### src/rtl/fetch_unit_pkg.sv
// Shared definitions for the instruction fetch unit: FSM state encoding and
// the RV32 opcodes the fetch-stage predictor understands.
package fetch_unit_pkg;

    typedef enum logic [2:0] {
        ST_IDLE    = 3'd0,
        ST_REQ     = 3'd1,
        ST_WAIT    = 3'd2,
        ST_PREDICT = 3'd3,
        ST_HOLD    = 3'd4,
        ST_DRAIN   = 3'd5
    } fetch_state_e;

    localparam logic [6:0] OPC_JAL    = 7'b1101111;
    localparam logic [6:0] OPC_JALR   = 7'b1100111;
    localparam logic [6:0] OPC_BRANCH = 7'b1100011;

endpackage

### src/rtl/fetch_unit_if.sv
// Bundle of the fetch unit's icache, predictor, redirect and queue signals.
//
// Handshake semantics: every *Valid strobe is a single-cycle pulse and its
// payload is meaningful only in that cycle. There is no ready on the icache
// side; queueFull acts as the inverse of ready for the instruction queue, so
// outValid is only ever raised in a cycle where queueFull is low, and that
// cycle is the transfer.
interface fetch_unit_if;
    logic        icacheReqValid;
    logic [31:0] icacheAddr;
    logic        icacheRespValid;
    logic [31:0] icacheInstr;
    logic        predInstrValid;
    logic [31:0] predInstrAddr;
    logic        predJump;
    logic        flushValid;
    logic [31:0] flushPc;
    logic        queueFull;
    logic        outValid;
    logic [31:0] outInstr;
    logic [31:0] outPc;
    logic        outPredTaken;

    // The fetch unit side.
    modport master (
        output icacheReqValid, icacheAddr,
        input  icacheRespValid, icacheInstr,
        output predInstrValid, predInstrAddr,
        input  predJump,
        input  flushValid, flushPc,
        input  queueFull,
        output outValid, outInstr, outPc, outPredTaken
    );

    // The surrounding pipeline: icache, predictor, ROB and queue.
    modport slave (
        input  icacheReqValid, icacheAddr,
        output icacheRespValid, icacheInstr,
        input  predInstrValid, predInstrAddr,
        output predJump,
        output flushValid, flushPc,
        output queueFull,
        input  outValid, outInstr, outPc, outPredTaken
    );
endinterface

### src/rtl/fetch_decode.sv
// Next-pc decode for one fetched word: recognises JAL and conditional
// branches, everything else falls through to pc+4.
module fetch_decode
    import fetch_unit_pkg::*;
(
    input  logic [31:0] instr_i,
    input  logic [31:0] pc_i,
    input  logic        pred_jump_i,
    output logic        taken_o,
    output logic [31:0] next_o
);

    logic [31:0] imm_j;
    logic [31:0] imm_b;

    // Sign-extended J and B immediates; additions below wrap modulo 2^32.
    always_comb begin
        imm_j = {{12{instr_i[31]}}, instr_i[19:12], instr_i[20], instr_i[30:21], 1'b0};
        imm_b = {{20{instr_i[31]}}, instr_i[7], instr_i[30:25], instr_i[11:8], 1'b0};
    end

    // JALR targets depend on a register value, so they are never predicted.
    always_comb begin
        taken_o = 1'b0;
        next_o  = pc_i + 32'd4;
        case (instr_i[6:0])
            OPC_JAL: begin
                taken_o = 1'b1;
                next_o  = pc_i + imm_j;
            end
            OPC_BRANCH: begin
                taken_o = pred_jump_i;
                next_o  = pred_jump_i ? (pc_i + imm_b) : (pc_i + 32'd4);
            end
            OPC_JALR: begin
                taken_o = 1'b0;
                next_o  = pc_i + 32'd4;
            end
            default: begin
                taken_o = 1'b0;
                next_o  = pc_i + 32'd4;
            end
        endcase
    end

endmodule

### src/rtl/fetch_unit.sv
// Single-outstanding instruction fetch unit: requests one word from the
// icache, asks the predictor about it, decodes the next pc and hands the word
// to the instruction queue. ROB redirects override everything.
module fetch_unit
    import fetch_unit_pkg::*;
#(
    parameter logic [31:0] RESET_PC = 32'h0000_0000
) (
    input  logic         clockIn,
    input  logic         resetIn,
    fetch_unit_if.master bus,
    output fetch_state_e state_o
);

    fetch_state_e state_q;
    logic [31:0]  pc_q;
    logic [31:0]  instr_q;
    logic         taken_q;
    logic [31:0]  target_q;

    logic         dec_taken;
    logic [31:0]  next_pc_d;

    fetch_decode u_decode (
        .instr_i     (instr_q),
        .pc_i        (pc_q),
        .pred_jump_i (bus.predJump),
        .taken_o     (dec_taken),
        .next_o      (next_pc_d)
    );

    assign state_o = state_q;

    // Fetch FSM plus pc / instruction / held-prediction registers.
    always_ff @(posedge clockIn or negedge resetIn) begin
        if (!resetIn) begin
            state_q  <= ST_IDLE;
            pc_q     <= RESET_PC;
            instr_q  <= '0;
            taken_q  <= 1'b0;
            target_q <= '0;
        end else begin
            case (state_q)
                ST_IDLE: begin
                    if (bus.flushValid) pc_q <= bus.flushPc;
                    state_q <= ST_REQ;
                end
                ST_REQ: begin
                    // The request already left this cycle, so its response
                    // must be swallowed before fetching from the new pc.
                    if (bus.flushValid) begin
                        pc_q    <= bus.flushPc;
                        state_q <= ST_DRAIN;
                    end else begin
                        state_q <= ST_WAIT;
                    end
                end
                ST_WAIT: begin
                    if (bus.flushValid) begin
                        pc_q    <= bus.flushPc;
                        state_q <= bus.icacheRespValid ? ST_REQ : ST_DRAIN;
                    end else if (bus.icacheRespValid) begin
                        instr_q <= bus.icacheInstr;
                        state_q <= ST_PREDICT;
                    end
                end
                ST_PREDICT: begin
                    if (bus.flushValid) begin
                        pc_q    <= bus.flushPc;
                        state_q <= ST_REQ;
                    end else if (bus.queueFull) begin
                        // predJump is only valid now, so freeze the decision.
                        taken_q  <= dec_taken;
                        target_q <= next_pc_d;
                        state_q  <= ST_HOLD;
                    end else begin
                        pc_q    <= next_pc_d;
                        state_q <= ST_REQ;
                    end
                end
                ST_HOLD: begin
                    if (bus.flushValid) begin
                        pc_q    <= bus.flushPc;
                        state_q <= ST_REQ;
                    end else if (!bus.queueFull) begin
                        pc_q    <= target_q;
                        state_q <= ST_REQ;
                    end
                end
                ST_DRAIN: begin
                    // A flush landing together with the awaited response
                    // consumes that response; staying in DRAIN would wait
                    // forever for a response that never comes.
                    if (bus.flushValid) begin
                        pc_q <= bus.flushPc;
                        if (bus.icacheRespValid) state_q <= ST_REQ;
                    end else if (bus.icacheRespValid) begin
                        state_q <= ST_REQ;
                    end
                end
                default: state_q <= ST_IDLE;
            endcase
        end
    end

    // Output strobes: payloads are zero whenever their strobe is low.
    always_comb begin
        bus.icacheReqValid = 1'b0;
        bus.icacheAddr     = '0;
        bus.predInstrValid = 1'b0;
        bus.predInstrAddr  = '0;
        bus.outValid       = 1'b0;
        bus.outInstr       = '0;
        bus.outPc          = '0;
        bus.outPredTaken   = 1'b0;
        case (state_q)
            ST_REQ: begin
                bus.icacheReqValid = 1'b1;
                bus.icacheAddr     = pc_q;
            end
            ST_WAIT: begin
                if (bus.icacheRespValid && !bus.flushValid) begin
                    bus.predInstrValid = 1'b1;
                    bus.predInstrAddr  = pc_q;
                end
            end
            ST_PREDICT: begin
                if (!bus.queueFull && !bus.flushValid) begin
                    bus.outValid     = 1'b1;
                    bus.outInstr     = instr_q;
                    bus.outPc        = pc_q;
                    bus.outPredTaken = dec_taken;
                end
            end
            ST_HOLD: begin
                if (!bus.queueFull && !bus.flushValid) begin
                    bus.outValid     = 1'b1;
                    bus.outInstr     = instr_q;
                    bus.outPc        = pc_q;
                    bus.outPredTaken = taken_q;
                end
            end
            default: ;
        endcase
    end

endmodule

### src/flat_wrapper.sv
// flat-port wrapper written by rule: the top's interface ports become plain ports
module fetch_unit_flat import fetch_unit_pkg::*;
#(
    parameter logic [31:0] RESET_PC = 32'h0000_0000
)
  (clockIn, resetIn, state_o, bus_icacheReqValid, bus_icacheAddr, bus_icacheRespValid, bus_icacheInstr, bus_predInstrValid, bus_predInstrAddr, bus_predJump, bus_flushValid, bus_flushPc, bus_queueFull, bus_outValid, bus_outInstr, bus_outPc, bus_outPredTaken);
  fetch_unit_if bus_i ();
  input  logic clockIn;
  input  logic resetIn;
  output fetch_state_e state_o;
  output wire logic [$bits(bus_i.icacheReqValid)-1:0] bus_icacheReqValid;
  output wire logic [$bits(bus_i.icacheAddr)-1:0] bus_icacheAddr;
  input wire logic [$bits(bus_i.icacheRespValid)-1:0] bus_icacheRespValid;
  input wire logic [$bits(bus_i.icacheInstr)-1:0] bus_icacheInstr;
  output wire logic [$bits(bus_i.predInstrValid)-1:0] bus_predInstrValid;
  output wire logic [$bits(bus_i.predInstrAddr)-1:0] bus_predInstrAddr;
  input wire logic [$bits(bus_i.predJump)-1:0] bus_predJump;
  input wire logic [$bits(bus_i.flushValid)-1:0] bus_flushValid;
  input wire logic [$bits(bus_i.flushPc)-1:0] bus_flushPc;
  input wire logic [$bits(bus_i.queueFull)-1:0] bus_queueFull;
  output wire logic [$bits(bus_i.outValid)-1:0] bus_outValid;
  output wire logic [$bits(bus_i.outInstr)-1:0] bus_outInstr;
  output wire logic [$bits(bus_i.outPc)-1:0] bus_outPc;
  output wire logic [$bits(bus_i.outPredTaken)-1:0] bus_outPredTaken;
  assign bus_icacheReqValid = bus_i.icacheReqValid;
  assign bus_icacheAddr = bus_i.icacheAddr;
  assign bus_i.icacheRespValid = bus_icacheRespValid;
  assign bus_i.icacheInstr = bus_icacheInstr;
  assign bus_predInstrValid = bus_i.predInstrValid;
  assign bus_predInstrAddr = bus_i.predInstrAddr;
  assign bus_i.predJump = bus_predJump;
  assign bus_i.flushValid = bus_flushValid;
  assign bus_i.flushPc = bus_flushPc;
  assign bus_i.queueFull = bus_queueFull;
  assign bus_outValid = bus_i.outValid;
  assign bus_outInstr = bus_i.outInstr;
  assign bus_outPc = bus_i.outPc;
  assign bus_outPredTaken = bus_i.outPredTaken;
  fetch_unit #(.RESET_PC(RESET_PC)) u_core (.clockIn(clockIn), .resetIn(resetIn), .bus(bus_i), .state_o(state_o));
endmodule
### config.mk
export PLATFORM = sky130hd
export DESIGN_NAME = fetch_unit_flat
export DESIGN_NICKNAME = d
export VERILOG_FILES = /design/src/rtl/fetch_unit_pkg.sv /design/src/rtl/fetch_unit_if.sv /design/src/rtl/fetch_decode.sv /design/src/rtl/fetch_unit.sv /design/src/flat_wrapper.sv
export SDC_FILE = /design/constraint.sdc
export NUM_CORES = 1
export LEC_CHECK = 0
export CELL_PAD_IN_SITES_DETAIL_PLACEMENT = 1
export CELL_PAD_IN_SITES_GLOBAL_PLACEMENT = 2
export CORE_MARGIN = 2
export CORE_UTILIZATION = 28
export DETAILED_ROUTE_END_ITERATION = 6
export MAX_ROUTING_LAYER = met4
export PLACE_DENSITY_LB_ADDON = 0.1
export SETUP_SLACK_MARGIN = 0.4
export SLEW_MARGIN = 0
export SYNTH_ARGS = -nofsm -noshare
export SYNTH_HDL_FRONTEND = slang
export SYNTH_HIERARCHICAL = 1
export SYNTH_SLANG_ARGS = --single-unit
### constraint.sdc
create_clock -name clockIn -period 3.4 [get_ports clockIn]
set_input_delay 1.02 -clock clockIn [delete_from_list [all_inputs] [get_ports clockIn]]
set_output_delay 1.02 -clock clockIn [all_outputs]
set_load 0.02 [all_outputs]
==> results of run 1 <==
## critical path, stage by stage (launching register included)
cell and delay [ps]:
dfrtp_1 440, ha_1 330, and3_4 180, a221o_1 350, a41oi_2 210, buf_6 150, o41ai_4 80, buf_4 160
a31o_4 220, a31o_4 240, mux2_4 310, o221ai_4 240, o21ai_1 110, o21ai_1 120, nand2_1 60, a31oi_1 150
## flip-flops by register name (all words and copies together), names as in the netlist
name / count
u_core/instr_q: 32
u_core/pc_q: 32
u_core/state_o: 3
u_core/taken_q: 1
u_core/target_q: 32
## power groups by stage
stage | Combinational [uW] | Sequential [uW] | Clock [uW]
floorplan | 6070 | 2290 | 0
global placement | 10600 | 2410 | 0
detailed placement | 10800 | 2430 | 0
CTS | 12700 | 2450 | 1090
global route | 14600 | 2550 | 1130
finish | 13700 | 2490 | 1080
## routing by layer
metal,part of all wire (%),routed length [um]
met3,4.7,2367
met4,2.0,1007
met2,48,23960
met5,0,0
met1,45,22740
## per-stage QoR
stage	util, %	TNS, ps	power [uW]	instances	setup slack [ps]
after floorplan	-	0	8361	1180	359.9
after global placement	39.49	-36000	13050	1961	-417.8
after detailed placement	39.49	-39130	13180	1961	-472.5
after CTS	46.29	-69.27	16220	2060	-23.94
after global routing	47.83	-1396	18300	2090	-193.6
final	47.85	-70.55	17230	2092	-18.69
## cells by family after synthesis
group	synth area share [%]
simple gates	24.83
compound gates	23.65
buf+inv	5.544
flops	25.91
mux	8.782
xor+xnor	5.168
fa+ha+maj	6.114
## path summary, 6_finish.rpt
path | from | to | slack [ps]
max in group asynchronous | resetIn | u_core/pc_q[16] | 2080
min in group asynchronous | resetIn | u_core/instr_q[19] | 660
hold reg to reg | u_core/target_q[5] | u_core/target_q[5] | 510
hold / removal | u_core/target_q[5] | u_core/target_q[5] | 510
setup / recovery | u_core/pc_q[7] | u_core/pc_q[30] | -20
setup reg to reg | u_core/pc_q[7] | u_core/pc_q[30] | -20
## synthesized netlist by cell type (7+ instances only)
master	count	area share, %
and2_1	131	8.5
dfrtp_1	100	26
nand2_1	99	3.8
o21ai_0	90	4.7
nor2_1	85	3.3
mux2_2	66	7.7
nand3_1	51	2.6
ha_1	44	5.7
a31oi_1	42	2.7
clkbuf_1	38	1.5
a21o_1	37	2.9
a21oi_1	32	1.7
xor2_1	32	2.9
a22oi_1	25	1.9
xnor2_1	25	2.3
inv_1	22	0.85
nand4_1	19	1.2
nor3_1	19	0.98
buf_2	18	0.93
a211oi_1	16	1.2
and3_1	13	0.84
o21a_1	10	0.78
a221o_1	9	0.93
mux2i_1	9	0.93
nand2b_1	8	0.52
nor2b_1	8	0.52
or2_2	8	0.52
o211ai_1	7	0.54
## what timing repair did
action	4_1_cts	5_1_grt
pin swaps	83	80
setup buffers	74	30
gates resized for setup	935	149
cloned	9	0
hold buffers	0	0
endpoints found under the setup margin	175	168
## layout make-up
class                   count  area (um^2)
well taps                 455        569.3
inverters                  22        87.58
multi-input cells         976         7951
repair buffers            521         4986
fillers                  3927        17880
clock inverters             7        61.31
flip-flops and latches    100         2520
clock buffers               9        225.2
diodes                      2        5.005
==> out/qor.yml, run 1 <==
detailed_routing:
  ant_nets: 0
  vias: 11150
  wl_per_cell_um: 23.93
  viasPerCell: 5.330
  dr.pass1.iters: 5
  post-route-drc-count: 0
  routed_wl_um: 50070
  drt-initial-drc-count: 566
timing:
  hold_ws_ps: 514.9
  clock.fmax_mhz: 292.5
  max_slew.worst_pin.slew_ps: 677.8
  post-route-period-util_pct: 100.5
  fin_ws_ps: -18.69
  rsz0062_at_grt: "true"
  fin_skew_ps: 21.61
  finalCriticalPeriod_ps: 3419
  relSlewSlack_pct: 54.81
  slew_violations: 0
  setup_viol: 7
  hold_viol: 0
global_route:
  grt_pass1_vias: 11790
  use_met2_pct: 44.97
  grt_pass1_wl_um: 73420
  grt_max_degree: 58
  overflow: 0
  grtUsageTotal_pct: 28.00
  met3_usage_pct: 4.446
  grt.busiest_layer: "met2"
  grt_util_met1_pct: 36.57
  antenna_found_initial: 0
cells_and_area:
  area.growth.synth_to_final_pct: 69.84
  final_common_cell: "buf_4"
  design_area_um2: 16410
  layout_common_cells: "237 x buf_4, 134 x buf_6, 98 x nand2_1"
  fin_nets: 1746
  drive_above_1_share_pct: 48.69
yosys:
  ys_ff_latch: 100
  yosysWarnings: 6
  ys.flop_type: "dfrtp_1"
  synth-async-reset-ratio_pct: 100.0
  syn_inst: 1180
  avgSynthCellArea_um2: 8.186
  syn_nets: 1296
  synth_edf_count: 0
  yosysUniqueCellTypes: 81
  synth-seq-area-share_pct: 25.91
  netlist_area_um2: 9659
power_and_ir_drop:
  cellPowerDensity_nw_per_um2: 1050
  ir_drop_mv: 0.3472
  p_seq_share_pct: 14.5
  combPwrFrac_pct: 79.3
  swShare_pct: 49.49
  p_clk_share_pct: 6.3
  p_sw_uw: 8525
  internal_power_uw: 8701
  leakage_uw: 0.007358
clock_network:
  path_clk_slew_ps: 90
  clk_latency_ps: 390
  clock-sinks: 100
  htree_levels: 3
  clk_path_buf_depth: 2
  cts_tree: "done"
  numCtsBuffers: 9
  clock-root-buffer: "clkbuf_16"
floorplanning:
  rows: 68
  initial_core_util_pct: 28.17
  die_h_um: 189.7
  core_area_um2: 34290
  num_io_pins: 205
  die_w_um: 189.7
  die-area_um2: 36000
setup_path:
  crit_type: "reg -> reg"
  start_kind: "flop"
  critPathMaxFanout: 3
  endpoint_kind: "flop"
  cp.required_ps: 3710
  r2r_cells: 15
  crit_arrival_ps: 3730
min_path:
  hold_depth: 1
  hold_class: "reg -> reg"
run:
  max-cap-violations: 0
placed_design:
  port_buffers: 204
  hpwl_um: 33910
  dpl_cell_area_um2: 13540
  place_congestion: 0.8344
outcome:
  status: "finished with violations"
  violations: "setup timing"
No activity file was read; power rests on OpenSTA's default activity.
==> run 2: changes to the inputs <==
--- a/config.mk
+++ b/config.mk
@@ -8,7 +8,7 @@
 export CELL_PAD_IN_SITES_DETAIL_PLACEMENT = 1
 export CELL_PAD_IN_SITES_GLOBAL_PLACEMENT = 2
 export CORE_MARGIN = 2
-export CORE_UTILIZATION = 28
+export CORE_UTILIZATION = 33
 export DETAILED_ROUTE_END_ITERATION = 6
 export MAX_ROUTING_LAYER = met4
 export PLACE_DENSITY_LB_ADDON = 0.1
==> constraint.sdc (replaced) <==
create_clock -name clockIn -period 4.4 [get_ports clockIn]
set_input_delay 1.32 -clock clockIn [delete_from_list [all_inputs] [get_ports clockIn]]
set_output_delay 1.32 -clock clockIn [all_outputs]
set_load 0.02 [all_outputs]
==> run 2 against run 1 <==
The flow now finishes without violations; critical path depth fell by 9; sequential share of layout area rose by 4.7 points; setup slack improved by 460 ps; clock power fell by 18%; first-iteration DRC count fell by 8.0%; clock skew fell by 11 ps; final area fell by 24%; global-route usage fell by 1.0 points; non-clock buffer count fell by 246; via count fell by 11%; cell count fell by 15%; flip-flop and latch count did not move.
==> out/qor.yml, run 2 (synthesized netlist as in run 1, its figures left out) <==
power_and_ir_drop:
  p_sw_uw: 5156  # -40%
  p_seq_share_pct: 19.6  # +5.1 points
  cellPowerDensity_nw_per_um2: 787.6  # -25%
  internal_power_uw: 4684  # -46%
  leakage_uw: 0.005620  # -24%
  ir_drop_mv: 0.2685  # -23%
  p_clk_share_pct: 9.0  # +2.7 points
  swShare_pct: 52.40  # +2.9 points
  combPwrFrac_pct: 71.5  # -7.8 points
setup_path:
  critPathBufInv: 4  # +2
  worstPathCellList: "dlygate4sd2_1, nor3_4, buf_12, bufbuf_16, and2_1, clkdlybuf4s15_1"
  timing.rr.start: "u_core/pc_q[8]"
  cp.required_ps: 3080  # -630 ps
  crit_path_top_delay_cell: "clkdlybuf4s15_1"
  start_kind: "input pin"
  r2r_cells: 13  # -2
  ff2ff_setup_slack_ps: 610  # +630 ps
  slowest_delay_ps: 290  # -150 ps
  crit_type: "in -> out"
  crit_arrival_ps: 2640  # -1090 ps
  critPathMaxFanout: 10  # +7
  endpoint_kind: "output port"
  r2r_end: "u_core/pc_q[30]"
  cpLargestDelayFamily: "buffers and inverters"
floorplanning:
  rows: 62  # -8.8%
  die_w_um: 175.1  # -7.7%
  die_h_um: 175.1  # -7.7%
  initial_core_util_pct: 33.56  # +5.4 points
  num_io_pins: 205  # unchanged
  die-area_um2: 30650  # -15%
  core_area_um2: 28780  # -16%
clock_network:
  clock-root-buffer: "clkbuf_16"
  numCtsBuffers: 9  # unchanged
  cts_tree: "done"
  clock-sinks: 100  # unchanged
  clk_path_buf_depth: 2  # unchanged
  clk_latency_ps: 370  # -20 ps
  path_clk_slew_ps: 80  # about the same
  htree_levels: 3  # unchanged
cells_and_area:
  multi_input_area_um2: 6664  # -16%
  regArea_um2: 2504  # -0.65%
  drive_above_1_share_pct: 18.07  # -31 points
  fin_nets: 1500  # -14%
  layout_common_cells: "131 x and2_1, 102 x clkdlybuf4s50_1, 99 x nand2_1, 99 x dfrtp_1, 87 x o21ai_0"
  fillers: 3469  # -12%
  largestRegisters: "u_core/instr_q x32, u_core/pc_q x32, u_core/target_q x32"
  final_common_cell: "and2_1"
  instances_no_fill: 1773  # -15%
  design_area_um2: 12490  # -24%
  diodes: 0  # -2
  area.growth.synth_to_final_pct: 29.34
timing:
  setup_viol: 0  # -7
  post-route-period-util_pct: 90.04
  relSlewSlack_pct: 25.77  # -29 points
  hold_ws_ps: 511.6  # -3.290 ps
  clock.fmax_mhz: 252.4
  hold_viol: 0  # unchanged
  slew_violations: 0  # unchanged
  rsz0062_at_grt: "false"
  fin_skew_ps: 10.65  # -10.96 ps
  finalCriticalPeriod_ps: 3962
  max_slew.worst_pin.slew_ps: 1100  # +421.7 ps
placed_design:
  dpl_cell_area_um2: 12280  # -9.3%
  place_congestion: 0.8553  # +2.5%
  hpwl_um: 29910  # -12%
  placed_cells_incl_taps: 1748  # -11%
  port_buffers: 204  # unchanged
global_route:
  antenna_found_initial: 1  # +1
  overflow: 0  # unchanged
  grt_pass1_vias: 9913  # -16%
  grt_max_degree: 65  # +12%
  grt_pass1_wl_um: 61470  # -16%
  grtUsageTotal_pct: 26.98  # -1.0 points
run:
  max-cap-violations: 0  # unchanged
min_path:
  hold_depth: 1  # unchanged
  hold_path_startpoint: "u_core/target_q[6]"
  holdPathEnd: "u_core/target_q[6]"
  hold_class: "reg -> reg"
detailed_routing:
  post-route-drc-count: 0  # unchanged
  routed_wl_um: 40300  # -20%
  vias: 9893  # -11%
  ant_nets: 0  # unchanged
  dr.pass1.iters: 5  # unchanged
  drt-initial-drc-count: 521  # -8.0%
  wl_per_cell_um: 22.73  # -5.0%
  viasPerCell: 5.580  # +4.7%
outcome:
  status: "finished clean"
==> run 2: cell count changes in the layout (fill, tap and decap cells not counted), sizes merged, moves of 11 or more <==
cell and delta:
dlygate4sd2 +34, buf -341, clkdlybuf4s50 +35, clkdlybuf4s15 +15
clkbuf +11
==> run 2: timing repair <==
item	CTS	global route
resized for setup	178	68
cloned	2	0
endpoints found under the setup margin	99	70
buffers inserted	7	0
hold buffers	0	0
pin swaps	1	1
==> run 2: per-layer routing <==
layer | vias to the layer above | routed length [um] | track usage (%)
li1 | 4684 | - | -
met1 | 4933 | 19460 | 37.39
met2 | 235 | 17930 | 40.50
met3 | 41 | 2123 | 5.048
met4 | 0 | 786 | 6.701
met5 | - | 0 | -
==> run 2: worst max-delay path by stage <==
stage,start,endpoint,slack (ps),cells past startpoint
finish,bus_queueFull,bus_outInstr[1],440,6
global route,bus_queueFull,bus_outInstr[18],400,7
CTS,bus_queueFull,bus_outInstr[2],350,7
detailed placement,bus_queueFull,bus_outInstr[2],-70,6
global placement,bus_queueFull,bus_outPc[16],-20,6
floorplan,bus_predJump,bus_outPredTaken,450,8
==> run 2: worst register-to-register path: cells and delay by family, from the launching register on <==
kind,cells,cell delay (ps)
fa+ha+maj,1,420
flops,1,450
mux,1,320
simple gates,1,80
compound gates,10,2450
==> run 2: area by class of cell <==
class,instances,share of cell area [%]
multi-input cells,976,53.34
clock inverters,6,0.6410
clock buffers,10,1.913
well taps,384,3.846
flip-flops and latches,100,20.04
inverters,22,0.6610
repair buffers,275,19.56
==> run 2: power groups by stage <==
stage | Combinational [uW] | Sequential [uW] | Clock, uW
finish | 7030 | 1920 | 883
global route | 7670 | 2000 | 937
CTS | 6940 | 1920 | 909
detailed placement | 6890 | 1940 | 0
global placement | 6810 | 1930 | 0
floorplan | 4630 | 1750 | 0
==> run 2: per-stage QoR <==
| stage | power (uW) | utilization [%] | setup WS [ps] | TNS, ps |
|---|---|---|---|---|
| 4_1_cts | 9770 | 44.07 | 345.0 | 0 |
| 6_report | 9840 | 43.41 | 438.2 | 0 |
| 3_5_place_dp | 8829 | 42.66 | -70.23 | -1306 |
| 2_1_floorplan | 6384 | - | 446.0 | 0 |
| 3_3_place_gp | 8740 | 42.66 | -22.02 | -310.5 |
| 5_1_grt | 10600 | 43.41 | 400.4 | 0 |
==> run 3: changes to the inputs <==
--- a/config.mk
+++ b/config.mk
@@ -5,9 +5,9 @@
 export SDC_FILE = /design/constraint.sdc
 export NUM_CORES = 1
 export LEC_CHECK = 0
+export CAP_MARGIN = 20
 export CELL_PAD_IN_SITES_DETAIL_PLACEMENT = 1
 export CELL_PAD_IN_SITES_GLOBAL_PLACEMENT = 2
-export CORE_MARGIN = 2
 export CORE_UTILIZATION = 33
 export DETAILED_ROUTE_END_ITERATION = 6
 export MAX_ROUTING_LAYER = met4
==> run 3 against run 2 <==
Die area decreased by 2.3%; largest cell class unchanged; critical endpoint is now bus_outInstr[11]; largest power group unchanged; flip-flop and latch count unchanged; non-clock buffer count decreased by 2.
==> out/qor.yml, run 3 (synthesized netlist as in run 1, its figures left out) <==
placed_design:
  hpwl_um: 29800  # -0.37%
  port_buffers: 204  # unchanged
  place_congestion: 0.8996  # +5.2%
  placed_cells_incl_taps: 1749  # +0.057%
  dpl_cell_area_um2: 12240  # -0.35%
setup_path:
  start_kind: "input pin"
  cp.required_ps: 3080  # about the same
  crit_type: "in -> out"
  critPathBufInv: 4  # unchanged
  crit_arrival_ps: 2640  # about the same
  slowest_delay_ps: 290  # about the same
  critPathLaunch: "bus_queueFull"
  timing.rr.start: "u_core/pc_q[8]"
  crit_path_top_delay_cell: "bufbuf_16"
  endpoint_kind: "output port"
  ff2ff_setup_slack_ps: 580  # -30 ps
  critPathMaxFanout: 13  # +3
  worstPathCellList: "dlygate4sd2_1, nor3_4, buf_12, bufbuf_16, and2_1, clkdlybuf4s15_2"
  cpLargestDelayFamily: "buffers and inverters"
timing:
  setup_viol: 0  # unchanged
  finalCriticalPeriod_ps: 3961  # -0.8250 ps
  rsz0062_at_grt: "false"
  hold_viol: 0  # unchanged
  post-route-period-util_pct: 90.02  # about the same
  clock.fmax_mhz: 252.5  # about the same
  relSlewSlack_pct: 44.07  # +18 points
  max_slew.worst_pin.slew_ps: 839.0  # -260.5 ps
  slew_violations: 0  # unchanged
  finalSetupTns_ps: 0  # unchanged
  fin_skew_ps: 23.28  # +12.63 ps
cells_and_area:
  largestRegisters: "u_core/instr_q x32, u_core/pc_q x32, u_core/target_q x32"
  fin_nets: 1498  # -0.13%
  design_area_um2: 12590  # +0.78%
  final_common_cell: "and2_1"
  area.growth.synth_to_final_pct: 30.35
  instances_no_fill: 1774  # +0.056%
  layout_common_cells: "131 x and2_1, 102 x clkdlybuf4s50_1, 99 x nand2_1"
  fillers: 3442  # -0.78%
  drive_above_1_share_pct: 15.86  # -2.2 points
detailed_routing:
  post-route-drc-count: 0  # unchanged
  viasPerCell: 5.570  # -0.18%
  vias: 9881  # -0.12%
  dr.pass1.iters: 7  # +2
  ant_nets: 0  # unchanged
  wl_per_cell_um: 22.75  # about the same
  routed_wl_um: 40360  # +0.15%
  drt-initial-drc-count: 605  # +16%
run:
  max-cap-violations: 0  # unchanged
min_path:
  hold_path_startpoint: "u_core/target_q[1]"
  hold_class: "reg -> reg"
global_route:
  grt_pass1_vias: 9986  # +0.74%
  grtUsageTotal_pct: 27.89  # +0.90 points
  grt_max_degree: 58  # -11%
  antenna_found_initial: 0  # -1
  overflow: 0  # unchanged
  grt_pass1_wl_um: 62410  # +1.5%
clock_network:
  clk_latency_ps: 370  # about the same
  htree_levels: 3  # unchanged
  cts_hold_buf: 0  # unchanged
  clock-sinks: 100  # unchanged
  numCtsBuffers: 9  # unchanged
  cts_tree: "done"
  clock-root-buffer: "clkbuf_16"
  path_clk_slew_ps: 90  # about the same
  clk_path_buf_depth: 2  # unchanged
floorplanning:
  die-area_um2: 29960  # -2.3%
  rows: 62  # unchanged
  die_h_um: 173.1  # -1.1%
  core_area_um2: 28780  # unchanged
  num_io_pins: 205  # unchanged
  initial_core_util_pct: 33.56  # unchanged
  die_w_um: 173.1  # -1.1%
outcome:
  status: "finished clean"
power_and_ir_drop:
  leakage_uw: 0.005689  # +1.2%
  ir_drop_mv: 0.3480  # +30%
  cellPowerDensity_nw_per_um2: 780.8  # -0.86%
==> run 3: cell types whose count changed in the layout (fill, tap and decap cells not counted), sizes merged <==
cell / change
diode: +3
bufbuf: +1
inv: +1
buf: -3
bufinv: -1
clkbuf: -34
dlygate4sd2: +31
clkinv: +1
clkdlybuf4s15: +2
==> run 3: what timing repair did <==
item,CTS,global route
gates cloned,3,0
resized for setup,139,42
pin swaps,0,1
buffers inserted,2,1
setup endpoints to repair,100,34
==> run 3: cell type report <==
cell class	instances	area, um^2	area share, %
Antenna cell	3	7.507	0.05962
Clock buffer	9	225.2	1.789
Clock inverter	7	86.33	0.6857
Inverter	22	82.58	0.6559
Multi-Input combinational cell	976	6675	53.02
Sequential cell	100	2505	19.89
Tap cell	384	480.5	3.816
Timing Repair Buffer	273	2529	20.08
==> run 3: metal layers <==
layer  part of all wire, %  global-route usage (%)
met2                    45                   43.23
met4                   1.2                   5.457
met1                    48                   39.30
met3                   5.1                   2.880
met5                     0                       -
==> run 3: report_power, final <==
| part | switching [uW] | internal (uW) |
|---|---|---|
| registers | 568 | 1340 |
| clock network | 456 | 413 |
| logic | 4170 | 2880 |
| total | 5200 | 4630 |
==> run 3: worst paths after layout <==
| kind | to | depth (start not counted) |
|---|---|---|
| worst min-delay path | u_core/target_q[1] | 1 |
| max in group asynchronous | u_core/target_q[13] | 2 |
| worst min register to register | u_core/target_q[1] | 1 |
| worst max register to register | u_core/pc_q[30] | 13 |
| min in group asynchronous | u_core/instr_q[6] | 1 |
| worst max-delay path | bus_outInstr[11] | 6 |
==> run 3: stage by stage <==
step | setup WS (ps) | hold slack [ps] | util [%] | total power [uW]
6_report | 439.0 | 515.3 | 43.75 | 9831
5_1_grt | 400.0 | 532.5 | 43.72 | 10540
4_1_cts | 257.7 | 515.2 | 43.77 | 9760
3_5_place_dp | -12.38 | 494.4 | 42.51 | 8826
3_3_place_gp | -18.63 | 487.7 | 42.51 | 8742
2_1_floorplan | 446.0 | 479.9 | - | 6384
